--- src/rtl/fifo_rd_stream.sv ---
// Read side of a synchronous FIFO turned into a valid/ready stream through a small skid store.
// Frame marking on m_last is built only when FIFO_RD_STREAM_LAST_EN is defined.
module fifo_rd_stream #(
  parameter int c_DATA_WIDTH = 8,
  parameter int c_RD_LATENCY = 1,
  parameter int c_FRAME_LEN  = 256
) (
  input  logic                    rd_clk,
  input  logic                    rd_rst,
  output logic                    fifo_rd_en,
  input  logic                    fifo_rd_empty,
  input  logic [c_DATA_WIDTH-1:0] fifo_rd_data,
  output logic                    m_valid,
  input  logic                    m_ready,
  output logic [c_DATA_WIDTH-1:0] m_data,
  output logic                    m_last,
  output logic [1:0]              occupancy
);

  localparam int         DEPTH   = c_RD_LATENCY + 1;
  localparam int         PW      = $clog2(DEPTH);
  localparam logic [1:0] DEPTH_C = 2'(DEPTH);

  typedef logic [PW-1:0] ptr_t;

  if (c_RD_LATENCY < 1 || c_RD_LATENCY > 2) begin : g_bad_latency
    $error("fifo_rd_stream: c_RD_LATENCY must be 1 or 2");
  end
  if (c_FRAME_LEN < 2 || c_FRAME_LEN > 65536) begin : g_bad_frame_len
    $error("fifo_rd_stream: c_FRAME_LEN must be in 2..65536");
  end

  logic [c_DATA_WIDTH-1:0] mem_q [DEPTH];
  ptr_t                    wr_ptr_q, wr_ptr_d;
  ptr_t                    rd_ptr_q, rd_ptr_d;
  logic [1:0]              stored_q, stored_d;
  logic [1:0]              occ_q, occ_d;
  logic [c_RD_LATENCY-1:0] pipe_q, pipe_d;
  logic                    pop;
  logic                    capture;

  function automatic ptr_t ptr_inc(input ptr_t p);
    return (p == ptr_t'(DEPTH - 1)) ? '0 : p + ptr_t'(1);
  endfunction

  assign pop       = m_valid && m_ready;
  assign capture   = pipe_q[c_RD_LATENCY-1];
  assign m_valid   = (stored_q != 2'd0);
  assign m_data    = mem_q[rd_ptr_q];
  assign occupancy = occ_q;

  // A pop in this cycle frees a slot, so a full store may still issue a read.
  assign fifo_rd_en = !rd_rst && !fifo_rd_empty && ((occ_q < DEPTH_C) || pop);

  always_comb begin
    pipe_d   = (pipe_q << 1) | c_RD_LATENCY'(fifo_rd_en);
    stored_d = stored_q + {1'b0, capture} - {1'b0, pop};
    occ_d    = occ_q + {1'b0, fifo_rd_en} - {1'b0, pop};
    wr_ptr_d = capture ? ptr_inc(wr_ptr_q) : wr_ptr_q;
    rd_ptr_d = pop ? ptr_inc(rd_ptr_q) : rd_ptr_q;
  end

  always_ff @(posedge rd_clk or posedge rd_rst) begin
    if (rd_rst) begin
      pipe_q   <= '0;
      stored_q <= '0;
      occ_q    <= '0;
      wr_ptr_q <= '0;
      rd_ptr_q <= '0;
      for (int i = 0; i < DEPTH; i++) mem_q[i] <= '0;
    end else begin
      pipe_q   <= pipe_d;
      stored_q <= stored_d;
      occ_q    <= occ_d;
      wr_ptr_q <= wr_ptr_d;
      rd_ptr_q <= rd_ptr_d;
      if (capture) mem_q[wr_ptr_q] <= fifo_rd_data;
    end
  end

`ifdef FIFO_RD_STREAM_LAST_EN
  localparam logic [15:0] LAST_BEAT = 16'(c_FRAME_LEN - 1);

  logic [15:0] beat_q, beat_d;

  always_comb begin
    beat_d = beat_q;
    if (pop) beat_d = (beat_q == LAST_BEAT) ? 16'd0 : beat_q + 16'd1;
  end

  always_ff @(posedge rd_clk or posedge rd_rst) begin
    if (rd_rst) beat_q <= '0;
    else        beat_q <= beat_d;
  end

  assign m_last = m_valid && (beat_q == LAST_BEAT);
`else
  assign m_last = 1'b0;
`endif

endmodule
--- config.mk ---
export PLATFORM = sky130hd
export DESIGN_NAME = fifo_rd_stream
export DESIGN_NICKNAME = d
export VERILOG_FILES = /design/src/rtl/fifo_rd_stream.sv
export SDC_FILE = /design/constraint.sdc
export NUM_CORES = 1
export LEC_CHECK = 0
export BUFFER_PORTS_ARGS = -buffer_cell sky130_fd_sc_hd__buf_2
export CORE_MARGIN = 8
export CORE_UTILIZATION = 35
export DETAILED_ROUTE_END_ITERATION = 8
export GPL_TIMING_DRIVEN = 0
export HOLD_SLACK_MARGIN = 0.12
export PLACE_DENSITY = 0.62
export RECOVER_POWER = 50
export REMOVE_ABC_BUFFERS = 1
export SKIP_CTS_REPAIR_TIMING = 1
export SYNTH_ARGS = -nofsm -noshare
export SYNTH_HDL_FRONTEND = slang
export SYNTH_SLANG_ARGS = --single-unit
--- constraint.sdc ---
create_clock -name rd_clk -period 1.5 [get_ports rd_clk]
set_input_delay 0.3 -clock rd_clk [delete_from_list [all_inputs] [get_ports rd_clk]]
set_output_delay 0.3 -clock rd_clk [all_outputs]
set_load 0.02 [all_outputs]
== Word-level counts from Yosys, hierarchy flattened ==
Cells that the tools add are included.
Cells by class
  $add $sub $neg: 6
  $lt $le $gt $ge: 4
  muxes and demuxes: 8
  bitwise gates (word level): 2
  reductions and logical operators: 8
Operators by type and width (number)
  $mux 8: 4
  $bwmux 16: 1
  $demux 8 s1: 1
  $add 2x1->2: 2
  $ge 2x2->1 const B: 2
  $logic_and 1x1->1: 4
  $not 1->2: 2
  $sub 2x1->2: 2
  $add 1x1->1 const B: 2
  $logic_not 1->1: 2
  $lt 2x1->1 const B: 1
  $lt 2x2->1 const B: 1
  $mux 1: 2
  $reduce_bool 2->1: 1
  $logic_or 1x1->1: 1
Storage, ports and cells
  flip-flop bits (word level): 23
  bits of input ports: 12
  output and inout bits: 13
  word-level logic and storage cells: 35

== Depth between registers and ports, before layout ==
  depth in word-level cells: 6
  depth in mapped cells: 5
  depth with buffers taken out: 5

== Least setup slack after synthesis ==
Ideal clock, no wire load.
  path kind: reg2reg
  from: reg stored_q[1]
  to: reg occ_q[1] (netlist: occupancy[1])
  setup time: 80 ps
  arrival: 1716 ps
  required time: 1420 ps
  slack: -295 ps
  cell stages (with the launch flop): 6
  buffers on the path: 0
  clock period less this slack: 1795 ps
  path through: dfrtp_1 o21ai_2 a211oi_1 ha_1 xnor2_1 xnor2_1
Between the ends
  cells in the longest elaborated chain, start to end: 6
Ends and longest elaborated chain
  start, declared: RTL line 36  | logic [1:0] stored_q, stored_d;
  start signal, assigned: RTL line 73  | stored_q <= stored_d;
  $reduce_bool 2->1: RTL line 48  | assign m_valid = (stored_q != 2'd0);
  $logic_and 1x1->1: RTL line 46  | assign pop = m_valid && m_ready;
  $logic_or 1x1->1: RTL line 53  | assign fifo_rd_en = !rd_rst && !fifo_rd_empty && ((occ_q < DEPTH_C) || pop);
  $logic_and 1x1->1: RTL line 53
  named net fifo_rd_en: RTL line 10  | output logic fifo_rd_en,
  $add 2x1->2: RTL line 58  | occ_d = occ_q + {1'b0, fifo_rd_en} - {1'b0, pop};
  $sub 2x1->2: RTL line 58
  named net occ_d[1]: RTL line 37  | logic [1:0] occ_q, occ_d;
  end signal, assigned: RTL line 67  | occ_q <= '0;
  end signal, assigned: RTL line 74  | occ_q <= occ_d;
  end, declared: RTL line 37
The timed path passes the listed nets, and every way through them passes these cells.
A chain may end at the register's enable or synchronous reset.

== Worst setup path in the final report ==
  from: reg rd_ptr_q
  to: out m_data[2]
Between the ends
  cells in the longest elaborated chain, start to end: 4
Ends and longest elaborated chain
  start, declared: RTL line 35  | ptr_t rd_ptr_q, rd_ptr_d;
  start signal, assigned: RTL line 76  | rd_ptr_q <= rd_ptr_d;
  $not 1->2 (implied by the code): RTL line 49  | assign m_data = mem_q[rd_ptr_q];
  $mux 8 (implied by the code) (3 in a row): RTL line 49
  end, declared: RTL line 15  | output logic [c_DATA_WIDTH-1:0] m_data,
No other way between the ends. The select of a mux whose other input is x is not followed.

==> reports/qor.yml <==
fin_crit_ns: 1.62
cts-root-buf: "clkbuf_4"
reg2reg_from: "stored_q[1]"
crit_required_ns: 1.20
gr-total-overflow: 0
cp.depth: 3
multi_input_area_sq_um: 500
crit_path_max_fanout: 4
dieArea_sq_um: 5110
cp.arrival_ns: 1.32
grt_setup_unrepaired: "yes"
critPathKind: "reg2out"
grt_antenna_before_repair: 0
setup_viol: 9
num_vias: 628
cp_top_family: "flip-flops"
syn2layout_area_growth_pct: 28.9
drc: 0
port_buffers: 23
drt_first_pass_iters: 3
ir_drop_v: 0.000572
numCtsBuffers: 3
tightest_slew_ns: 0.851
ys_seq_area_share_pct: 53.4
whs_ns: 0.165
fill_cells: 279
final_nets: 116
crit_chain: "buf_6 > mux2_4 > buf_6"
rows: 20
grt_pass1_wl_microns: 3120
hold_class: "in2reg"
yosysWarnings: 0
synth_ff_type: "dfrtp_1"
cp_slowest_stage_delay_ns: 0.45
finish.utilization_pct: 46.3
top_usage_layer: "met2"
status: "complete, but fails checks"
fin_worst_skew_ns: 0.00294
finalCritPeriodShare_pct: 108
setup_ws_ns: -0.119
startpoint_type: "flip-flop"
seqCellArea_sq_um: 578
grt_max_degree: 24
diodes: 0
ys_ff_latch: 23
cts_max_level: 1
pin_count: 25
mostFrequentLayoutCells: "dfrtp_1, mux2_2, buf_6"
dp_hpwl_microns: 1380
timing.fmax_mhz: 617
clk_latency_ns: 0.30
synth.avg_cell_area_sq_um: 15.2
critPathCapture: "m_data[2]"
violations: "negative setup slack"
cts_tree: "built"
ant_nets: 0
die_y_microns: 71.5
wl_per_cell_microns: 14.9
layout-drive-gt1-share_pct: 65.3
r2r-end: "occupancy[1]"
routed_wl_microns: 1990
synth-edff-count: 0
grt_usage_pct: 7.89
grt_pass1_vias: 652
syn_inst: 71
die_x_microns: 71.5
clock_path_buffers: 2
report.final.slew_viol_count: 0
hold_viol_final: 0
met1_usage_pct: 8.86
gp_congestion: 0.722
p_per_area_nw_per_um2: 2360
initial_utilization_pct: 35.9
grt_use_met2_pct: 12.4
ys_async_sr_fraction_pct: 100
avgViaCountPerCell: 4.69
cap_violations: 0
worst-path-buf-inv: 2
path_clk_slew_ns: 0.12
core_area_sq_um: 3000
grtUsageMet3_pct: 2.93
synth_area_sq_um: 1080
r2r_slack_ns: 0.06
synth.distinct_cells: 20
slew_headroom_pct: 43.2
cts.sinks: 23
setup.worst_path.start: "rd_ptr_q"
cp_common_cell: "buf_6"
layout_commonest_cell: "dfrtp_1"
drt-initial-drc-count: 22
power.leakage_nw: 0.650
critPathSlowestCell: "dfrtp_2"
setup.worst_path.end_class: "primary output"
reg2regPathDepth: 6
==> routing by layer <==
layer  vias to the layer above  wire length (microns)
met5                         -                      0
met4                         0                     55
met3                         5                    122
met2                        16                    928
met1                       310                    885
li1                        297                      -
==> cell usage after synthesis (2+ instances only) <==
cell type	count	area share, %
mux2_2	16	17
ha_1	2	2.3
dfrtp_1	23	53
buf_6	2	2.1
xnor2_1	6	4.9
mux2_4	8	11
==> worst reg2reg max path: stages (launching register included) <==
cell and delay, ns:
dfrtp_2 0.47, o21ai_4 0.22, buf_6 0.13, xnor2_1 0.11, ha_2 0.21, xnor2_2 0.11
xnor2_1 0.13
==> final cells by class <==
cell class                 count  area share [%]
clock buffer                   4            1.89
inverter                       1           0.270
multi-input combinational     43            36.0
sequential                    23            41.6
tap                           33            2.97
timing repair buffer          30            17.3
==> metrics by stage <==
step | instance area (sq um) | setup slack, ns | setup TNS, ns | total power [mW] | cells
after floorplan | 1040 | -0.295 | -0.454 | 2.16 | 67
after global placement | 1200 | 0.0133 | 0 | 2.48 | 123
after detailed placement | 1200 | -0.00995 | -0.00995 | 2.54 | 123
after CTS | 1230 | -0.339 | -2.72 | 2.83 | 127
after global routing | 1390 | -0.180 | -1.56 | 3.51 | 134
final | 1390 | -0.119 | -0.978 | 3.28 | 134
==> sequential cells by signal, indices dropped and copies added (netlist names) <==
register	count
mem_q	16
occupancy	2
stored_q	2
capture	1
rd_ptr_q	1
wr_ptr_q	1
==> how the worst min path moves through the flow <==
stage,slack (ns),to,cells past startpoint,start
after floorplan,0.30,capture,1,rd_rst
after global placement,0.48,mem_q[3],1,mem_q[3]
after detailed placement,0.49,mem_q[3],1,mem_q[3]
after CTS,0.16,capture,2,fifo_rd_empty
after global routing,0.14,capture,2,fifo_rd_empty
final,0.16,capture,2,fifo_rd_empty
==> logic make-up after synthesis <==
logic type | after synthesis | synth area share (%)
other cells | 1 | 0.348
compound gates | 3 | 2.32
buf+inv | 5 | 3.60
flops | 23 | 53.4
fa+ha+maj | 2 | 2.32
mux | 24 | 27.8
xor+xnor | 7 | 5.68
simple gates | 6 | 4.52
==> report_power, final <==
group	switching [mW]	total (mW)	internal (mW)
registers	0.231	1.17	0.939
clock network	0.174	0.278	0.104
logic	0.735	1.84	1.10
total	1.14	3.28	2.14
Note: power is estimated with default switching activity, not from simulation.
